===== src/rtl/rps_pkg.sv =====
// Shared move/outcome/point encodings, match FSM states and move-relation helpers.
package rps_pkg;

   localparam logic [1:0] INVALID  = 2'b00;
   localparam logic [1:0] ROCK     = 2'b01;
   localparam logic [1:0] PAPER    = 2'b10;
   localparam logic [1:0] SCISSORS = 2'b11;

   localparam logic [1:0] LOSE = 2'b01;
   localparam logic [1:0] DRAW = 2'b10;
   localparam logic [1:0] WIN  = 2'b11;

   localparam int         PTS_W    = 4;
   localparam logic [3:0] PTS_LOSS = 4'd0;
   localparam logic [3:0] PTS_DRAW = 4'd3;
   localparam logic [3:0] PTS_WIN  = 4'd6;

   typedef enum logic {RUN = 1'b0, DONE = 1'b1} state_t;

   // Move that defeats m.
   function automatic logic [1:0] winner_over(input logic [1:0] m);
      case (m)
         ROCK:     return PAPER;
         PAPER:    return SCISSORS;
         SCISSORS: return ROCK;
         default:  return INVALID;
      endcase
   endfunction

   // Move that m defeats.
   function automatic logic [1:0] victim_of(input logic [1:0] m);
      case (m)
         ROCK:     return SCISSORS;
         PAPER:    return ROCK;
         SCISSORS: return PAPER;
         default:  return INVALID;
      endcase
   endfunction

endpackage


===== src/rtl/rps_round_scorer.sv =====
// Combinational single-round resolver: picks player2's move (direct or outcome-driven)
// and returns both players' round points plus an invalid flag.
module rps_round_scorer
   import rps_pkg::*;
(
   input  logic [1:0]       p1_move,
   input  logic [1:0]       p2_code,
   input  logic             mode,
   output logic [PTS_W-1:0] p1_pts,
   output logic [PTS_W-1:0] p2_pts,
   output logic             invalid
);

   logic [1:0]       p2_move;
   logic [PTS_W-1:0] p1_out;
   logic [PTS_W-1:0] p2_out;

   always_comb begin
      p2_move = p2_code;
      if (mode) begin
         case (p2_code)
            LOSE:    p2_move = victim_of(p1_move);
            DRAW:    p2_move = p1_move;
            WIN:     p2_move = winner_over(p1_move);
            default: p2_move = INVALID;
         endcase
      end

      invalid = (p1_move == INVALID) || (p2_code == INVALID);

      if (p1_move == p2_move) begin
         p1_out = PTS_DRAW;
         p2_out = PTS_DRAW;
      end else if (p2_move == victim_of(p1_move)) begin
         p1_out = PTS_WIN;
         p2_out = PTS_LOSS;
      end else begin
         p1_out = PTS_LOSS;
         p2_out = PTS_WIN;
      end

      p1_pts = {2'b00, p1_move} + p1_out;
      p2_pts = {2'b00, p2_move} + p2_out;
   end

endmodule


===== src/rtl/rps_match_engine.sv =====
// Two-stage rock-paper-scissors match scorer: results visible two edges after acceptance.
// in_ready drops during reset, clear, and once the round limit is reached until clear.
module rps_match_engine
   import rps_pkg::*;
#(
   parameter int SCORE_W    = 16,
   parameter int CNT_W      = 16,
   parameter int MAX_ROUNDS = 0
) (
   input  logic               clk,
   input  logic               rst,
   input  logic               clear,
   input  logic               mode,
   input  logic [1:0]         player1_input,
   input  logic [1:0]         player2_input,
   input  logic               in_valid,
   output logic               in_ready,
   output logic [SCORE_W-1:0] player1_score,
   output logic [SCORE_W-1:0] player2_score,
   output logic [CNT_W-1:0]   rounds,
   output logic [CNT_W-1:0]   invalid_rounds,
   output logic               done
);

   localparam logic [CNT_W-1:0] CNT_ONE   = CNT_W'(1);
   localparam logic [CNT_W:0]   LIMIT     = (CNT_W+1)'(MAX_ROUNDS);

   state_t           state, state_nxt;
   logic             accept, last_round;
   logic [CNT_W-1:0] acc_cnt;

   logic [PTS_W-1:0] r_p1_pts, r_p2_pts;
   logic             r_invalid;

   logic             s1_vld, s1_invalid, s1_last;
   logic [PTS_W-1:0] s1_p1_pts, s1_p2_pts;
   logic [SCORE_W:0] p1_sum, p2_sum;

   rps_round_scorer u_scorer (
      .p1_move (player1_input),
      .p2_code (player2_input),
      .mode    (mode),
      .p1_pts  (r_p1_pts),
      .p2_pts  (r_p2_pts),
      .invalid (r_invalid)
   );

   assign in_ready   = (state == RUN) && !clear && !rst;
   assign accept     = in_valid && in_ready;
   // Only valid rounds count toward the limit; a zero limit never matches.
   assign last_round = (MAX_ROUNDS != 0) && !r_invalid &&
                       (({1'b0, acc_cnt} + (CNT_W+1)'(1)) == LIMIT);

   always_ff @(posedge clk) begin
      if (rst) state <= RUN;
      else     state <= state_nxt;
   end

   always_comb begin
      state_nxt = state;
      case (state)
         RUN:     if (accept && last_round) state_nxt = DONE;
         DONE:    if (clear) state_nxt = RUN;
         default: state_nxt = RUN;
      endcase
      if (clear) state_nxt = RUN;
   end

   always_ff @(posedge clk) begin
      if (rst || clear) begin
         s1_vld     <= 1'b0;
         s1_invalid <= 1'b0;
         s1_last    <= 1'b0;
         s1_p1_pts  <= '0;
         s1_p2_pts  <= '0;
         acc_cnt    <= '0;
      end else begin
         s1_vld     <= accept;
         s1_invalid <= r_invalid;
         s1_last    <= accept && last_round;
         s1_p1_pts  <= r_p1_pts;
         s1_p2_pts  <= r_p2_pts;
         if (accept && !r_invalid && (acc_cnt != '1)) acc_cnt <= acc_cnt + CNT_ONE;
      end
   end

   assign p1_sum = {1'b0, player1_score} + (SCORE_W+1)'(s1_p1_pts);
   assign p2_sum = {1'b0, player2_score} + (SCORE_W+1)'(s1_p2_pts);

   always_ff @(posedge clk) begin
      if (rst || clear) begin
         player1_score  <= '0;
         player2_score  <= '0;
         rounds         <= '0;
         invalid_rounds <= '0;
         done           <= 1'b0;
      end else if (s1_vld) begin
         if (s1_invalid) begin
            if (invalid_rounds != '1) invalid_rounds <= invalid_rounds + CNT_ONE;
         end else begin
            player1_score <= p1_sum[SCORE_W] ? '1 : p1_sum[SCORE_W-1:0];
            player2_score <= p2_sum[SCORE_W] ? '1 : p2_sum[SCORE_W-1:0];
            if (rounds != '1) rounds <= rounds + CNT_ONE;
            if (s1_last) done <= 1'b1;
         end
      end
   end

endmodule


===== config.mk =====
export PLATFORM = sky130hd
export DESIGN_NAME = rps_match_engine
export DESIGN_NICKNAME = d
export VERILOG_FILES = /design/src/rtl/rps_pkg.sv /design/src/rtl/rps_round_scorer.sv /design/src/rtl/rps_match_engine.sv
export SDC_FILE = /design/constraint.sdc
export NUM_CORES = 1
export LEC_CHECK = 0
export ABC_AREA = 1
export ABC_CLOCK_PERIOD_IN_PS = 7500
export CELL_PAD_IN_SITES_DETAIL_PLACEMENT = 0
export CELL_PAD_IN_SITES_GLOBAL_PLACEMENT = 2
export CORE_ASPECT_RATIO = 1.1
export CORE_MARGIN = 2
export CORE_UTILIZATION = 30
export DETAILED_ROUTE_END_ITERATION = 8
export HOLD_SLACK_MARGIN = 0.1
export PLACE_DENSITY = 0.81
export SLEW_MARGIN = 25
export SYNTH_ARGS = -nofsm -noshare
export SYNTH_HDL_FRONTEND = slang
export SYNTH_SLANG_ARGS = --single-unit
export TNS_END_PERCENT = 1

===== constraint.sdc =====
create_clock -name clk -period 7.5 [get_ports clk]
set_input_delay 1.875 -clock clk [delete_from_list [all_inputs] [get_ports clk]]
set_output_delay 1.875 -clock clk [all_outputs]
set_load 0.02 [all_outputs]

==> impl_metrics.yaml, run 1 <==
clock_tree:
  cts.sinks: 74
  post_cts_resized: 0
  htree_levels: 3
  cts_root_buffer: "clkbuf_16"
  cts_tree: "built"
  cts.clk_slew.worst_paths_ps: 60
  cts_buffers: 9
  clock_latency_ps: 340
  cts_buffer_depth: 2
  cts_setup_buffers: 0
  holdBufCountCts: 0
critical_path:
  critPathLaunchType: "input port"
  required_ps: 5620
  path_common_cell: "clkdlybuf4s50_1"
  cp-startpoint: "clear"
  path_class: "input port to output port"
  r2r-start: "player1_score[0]$_SDFFE_PN0P_"
  cp.arrival_ps: 3270
  path_cells: "clkdlybuf4s50_1, nor2_2, clkdlybuf4s50_1"
  crit_fanout: 4
  setup.worst_path.end_class: "output port"
  cp_slowest_stage_delay_ps: 670
  cp_slowest_cell: "clkdlybuf4s50_1"
place:
  dp_hpwl_mm: 8.88
  place_ws_ps: 2340
  port_buffers: 73
  place.gp.congestion: 0.811
yosys:
  postSynthCellCount: 657
  syn_area_mm2: 0.00453
  async_flop_share_pct: 0
  synth_area_leaders: "dfxtp_1 (33%), nand2_1 (13%), inv_1 (6.6%), nand3_1 (6.0%), nor2_1 (5.5%)"
  yosys.area.top_type: "dfxtp_1"
  yosysUniqueCellTypes: 41
  synthTopCellsByCount: "nand2_1 (161), inv_1 (80), dfxtp_1 (74)"
  ys_ff_latch: 74
  synth_flop_cell: "dfxtp_1"
  synth_most_common_cell: "nand2_1"
  yosysTopAreaCellShare_pct: 32.7
  yosysSeqAreaShare_pct: 32.7
  syn_area_per_cell_um2: 6.90
  synth_warnings: 0
  synth_edf_count: 0
  synth_fp_nets: 687
sta:
  worst_pin_slew_ps: 666
  rsz0062_at_grt: "false"
  relSlewSlack_pct: 55.4
  finalWorstSetupSlack_ps: 2350
  fin_skew_ps: 7.65
  finalHoldViolations: 0
  min_period_ps: 5150
  period_share_pct: 68.6
  finalSetupTns_ps: 0
  holdWs_ps: 483
  max_freq_mhz: 194
  slew_viol_final: 0
  setup_viol: 0
floorplan:
  core_area_mm2: 0.0149
  ios: 75
  dieHeight_um: 133
  num_rows: 47
  die_area_mm2: 0.0161
  fp.dieW_um: 121
  start_util_pct: 30.3
power_and_ir_drop:
  power.density_mw_per_mm2: 168
  peakVddDrop_mv: 0.0888
  total_power_mw: 0.975
  power_leakage_nw: 2.33
detailed_routing:
  via_per_inst: 4.65
  wl_mm: 12.0
  initialDrtViolationCount: 186
  avgRoutedWirePerCell_um: 13.0
  firstDrtPassIters: 4
  postRouteAntennaNets: 0
  drc_errors: 0
  vias: 4320
layout:
  antenna_cells: 0
  drive_gt1_share_pct: 9.55
  area_delta_synth_final_pct: 27.8
  nNetsFinal: 758
global_route:
  antenna_found_initial: 0
  grt_pass1_wl_mm: 20.0
  grt_usage_pct: 15.5
  grt_remaining_overflow: 0
  grt_max_degree: 36
  grt_pass1_vias: 4120
hold_path:
  hold_start: "invalid_rounds[4]$_SDFFE_PN0P_"
  worstHoldPathType: "flip-flop to flip-flop"
outcome:
  status: "finished clean"
flow_run:
  max_cap_violations: 0
logic make-up after synthesis:
| kind of cell | Yosys count | synth area share (%) |
|---|---|---|
| flops | 74 | 32.7 |
| buf+inv | 103 | 8.92 |
| compound gates | 81 | 9.72 |
| xor+xnor | 25 | 4.83 |
| mux | 1 | 0.221 |
| simple gates | 351 | 37.1 |
| other cells | 1 | 0.0827 |
| fa+ha+maj | 21 | 6.46 |
routing by layer:
layer | GRT usage, % | wire [um] | vias to the layer above
met2 | 25.4 | 5650 | 72
met4 | 5.36 | 152 | 0
li1 | - | - | 2265
met1 | 19.7 | 5750 | 1973
met5 | 0 | 0 | -
met3 | 3.84 | 497 | 10
final timing paths:
check        depth (start not counted)  slack, ps                             end
max                                  3       2350                        in_ready
min                                  2        480  invalid_rounds[4]$_SDFFE_PN0P_
max reg2reg                         10       5390  player1_score[14]$_SDFFE_PN0P_
min reg2reg                          2        480  invalid_rounds[4]$_SDFFE_PN0P_
final cells by class:
class | count | area, um2
Tap cell | 196 | 245
Sequential cell | 74 | 1480
Clock inverter | 4 | 72.6
Multi-Input combinational cell | 480 | 2650
Timing Repair Buffer | 75 | 746
Clock buffer | 12 | 267
Fill cell | 1604 | 9150
Inverter | 88 | 330
critical path, delay by kind of cell:
| family | cells | cell delay [ps] |
|---|---|---|
| buffers and inverters | 2 | 1080 |
| AND/OR/NAND/NOR | 1 | 310 |
cells in the final DEF, fill, tap and decap left out, drive strengths merged, types with 2 or more instances in the layout:
cell           count
buf                2
nor3b              3
xor2              18
dfxtp             74
clkinv             2
and3               2
nand3             62
nand4             14
a31oi              7
xnor2              7
ha                17
clkbuf            12
o2111ai            2
clkdlybuf4s50     73
a21oi             38
nand2            171
nor3              20
fa                 4
inv               87
nor2              76
o21ai             31
bufinv             2
where the power goes:
group | internal (mW) | switching [mW]
clock network | 0.318 | 0.177
logic | 0.0274 | 0.0516
registers | 0.398 | 0.00312
flip-flops by register name, indices dropped and copies added, names as in the netlist:
| register | count |
|---|---|
| rounds | 16 |
| s1_vld | 1 |
| player1_score | 16 |
| player2_score | 16 |
| s1_invalid | 1 |
| s1_p2_pts | 4 |
| s1_p1_pts | 4 |
| invalid_rounds | 16 |
metrics by stage:
| step | utilization (%) | area (um2) | std cells |
|---|---|---|---|
| after global routing | 38.8 | 5790 | 929 |
| final | 38.8 | 5790 | 929 |
| after global placement | 36.5 | 5450 | 913 |
| after CTS | 38.8 | 5790 | 929 |
| after floorplan | - | 4530 | 657 |
| after detailed placement | 36.5 | 5450 | 913 |
Power figures use the tool's default switching activity.
==> inputs of run 2 (changes only) <==
--- a/config.mk
+++ b/config.mk
@@ -6,7 +6,7 @@
 export NUM_CORES = 1
 export LEC_CHECK = 0
 export ABC_AREA = 1
-export ABC_CLOCK_PERIOD_IN_PS = 7500
+export ABC_CLOCK_PERIOD_IN_PS = 5250
 export CELL_PAD_IN_SITES_DETAIL_PLACEMENT = 0
 export CELL_PAD_IN_SITES_GLOBAL_PLACEMENT = 2
 export CORE_ASPECT_RATIO = 1.1
==> constraint.sdc (replaced) <==
create_clock -name clk -period 5.25 [get_ports clk]
set_input_delay 1.3125 -clock clk [delete_from_list [all_inputs] [get_ports clk]]
set_output_delay 1.3125 -clock clk [all_outputs]
set_load 0.02 [all_outputs]
==> run 2 against run 1 <==
Against the previous run:
- hold slack improved by 17 ps
- sequential share of layout area increased by 0.25 points
- routed wire length increased by 0.88%
- sequential power increased by 43%
- first-iteration DRC count increased by 16%
- global-route usage increased by 0.14 points
- die area unchanged
==> impl_metrics.yaml, run 2 (synthesis gave the netlist of run 1 again) <==
detailed_routing:
  firstDrtPassIters: 4
  wl_mm: 12.2
  via_per_inst: 4.66
  avgRoutedWirePerCell_um: 13.1
  postRouteAntennaNets: 0
  drc_errors: 0
  initialDrtViolationCount: 215
  vias: 4328
layout:
  final_cell_mix: "nand2_1 (161), inv_1 (79), dfxtp_1 (74)"
  finalInstanceArea_mm2: 0.00574
  drive_gt1_share_pct: 9.28
  mostFrequentLayoutCell: "nand2_1"
  nNetsFinal: 758
  area_delta_synth_final_pct: 26.6
  antenna_cells: 0
sta:
  fin_skew_ps: 5.10
  setup_viol: 0
  rsz0062_at_grt: "false"
  finalSetupTns_ps: 0
  finalHoldViolations: 0
  slew_viol_final: 0
  period_share_pct: 76.1
  max_freq_mhz: 250
  min_period_ps: 4000
critical_path:
  r2r_setup_slack_ps: 3160
  setup.worst_path.end_class: "output port"
  crit_fanout: 3
  r2r_end: "player2_score[7]$_SDFFE_PN0P_"
  cp_slowest_cell: "clkdlybuf4s50_1"
  r2r_cells: 10
  required_ps: 3940
  r2r-start: "player2_score[0]$_SDFFE_PN0P_"
  cp_slowest_stage_delay_ps: 670
  path_common_cell: "clkdlybuf4s50_1"
  cp_num_buf_inv: 2
  path_class: "input port to output port"
  critPathLaunchType: "input port"
  path_cells: "clkdlybuf4s50_1, nor2_2, clkdlybuf4s50_1"
  crit_family: "buffers and inverters"
  cp.arrival_ps: 2680
power_and_ir_drop:
  power.density_mw_per_mm2: 223
  power_leakage_nw: 2.30
  total_power_mw: 1.28
  peakVddDrop_mv: 0.131
clock_tree:
  clock_latency_ps: 340
  cts_root_buffer: "clkbuf_16"
  htree_levels: 3
  cts_buffers: 9
  cts.clk_slew.worst_paths_ps: 60
  cts_tree: "built"
  holdBufCountCts: 0
  cts.sinks: 74
  cts_buffer_depth: 2
  post_cts_resized: 0
  cts_setup_buffers: 0
floorplan:
  die_area_mm2: 0.0161
  fp.dieW_um: 121
  ios: 75
  core_area_mm2: 0.0149
  num_rows: 47
  start_util_pct: 30.3
  dieHeight_um: 133
outcome:
  status: "finished clean"
global_route:
  grt_pass1_vias: 4135
  antenna_found_initial: 0
  grt_max_degree: 37
  grt_remaining_overflow: 0
  grt_usage_pct: 15.6
  grt_pass1_wl_mm: 20.3
place:
  place.gp.congestion: 0.846
  placed_cell_area_mm2: 0.00545
  dp_hpwl_mm: 9.07
  port_buffers: 73
hold_path:
  hold_end: "invalid_rounds[13]$_SDFFE_PN0P_"
  worstHoldPathType: "flip-flop to flip-flop"
  hold_start: "invalid_rounds[13]$_SDFFE_PN0P_"
  min_path_cells: 2
flow_run:
  max_cap_violations: 0
run 2: stage by stage:
step | util, % | cells | hold slack [ps] | worst slack [ps]
finish | 38.4 | 929 | 500 | 1250
global route | 38.4 | 929 | 546 | 1160
CTS | 38.4 | 929 | 503 | 1230
detailed placement | 36.5 | 913 | 492 | 1130
global placement | 36.5 | 913 | 490 | 1220
floorplan | - | 657 | 534 | 2040
run 2: worst max-delay path by stage:
| stage | start | end | slack [ps] | cells after the start |
|---|---|---|---|---|
| 3_5_place_dp | player1_input[1] | s1_p2_pts[2]$_SDFF_PN0_ | 1130 | 16 |
| 3_3_place_gp | player1_input[1] | s1_p2_pts[2]$_SDFF_PN0_ | 1220 | 16 |
| 6_report | clear | in_ready | 1250 | 3 |
| 4_1_cts | clear | in_ready | 1230 | 3 |
| 5_1_grt | clear | in_ready | 1160 | 3 |
| 2_1_floorplan | clear | in_ready | 2040 | 3 |
run 2: tightest hold or removal path, cell delays in order, from the launching register on:
cell and delay, ps:
dfxtp_1 330, nand2_1 70, a21oi_1 60
run 2: area by class of cell:
cell class                      count  area, um2
Inverter                           88        330
Clock inverter                      2       10.0
Tap cell                          196        245
Fill cell                        1601       9200
Timing Repair Buffer               75        746
Clock buffer                       14        274
Multi-Input combinational cell    480       2650
Sequential cell                    74       1480
run 2: report_power, final:
part | switching (mW) | total [mW] | internal (mW)
clock | 0.235 | 0.592 | 0.358
sequential | 0.00433 | 0.573 | 0.569
combinational | 0.0732 | 0.112 | 0.0389
run 2: layer usage:
metal	up-vias	GRT usage (%)	wire length, um
met1	1979	20.0	5720
met2	74	25.4	5720
met5	-	0	0
met3	11	3.66	551
met4	0	5.81	167
li1	2264	-	-
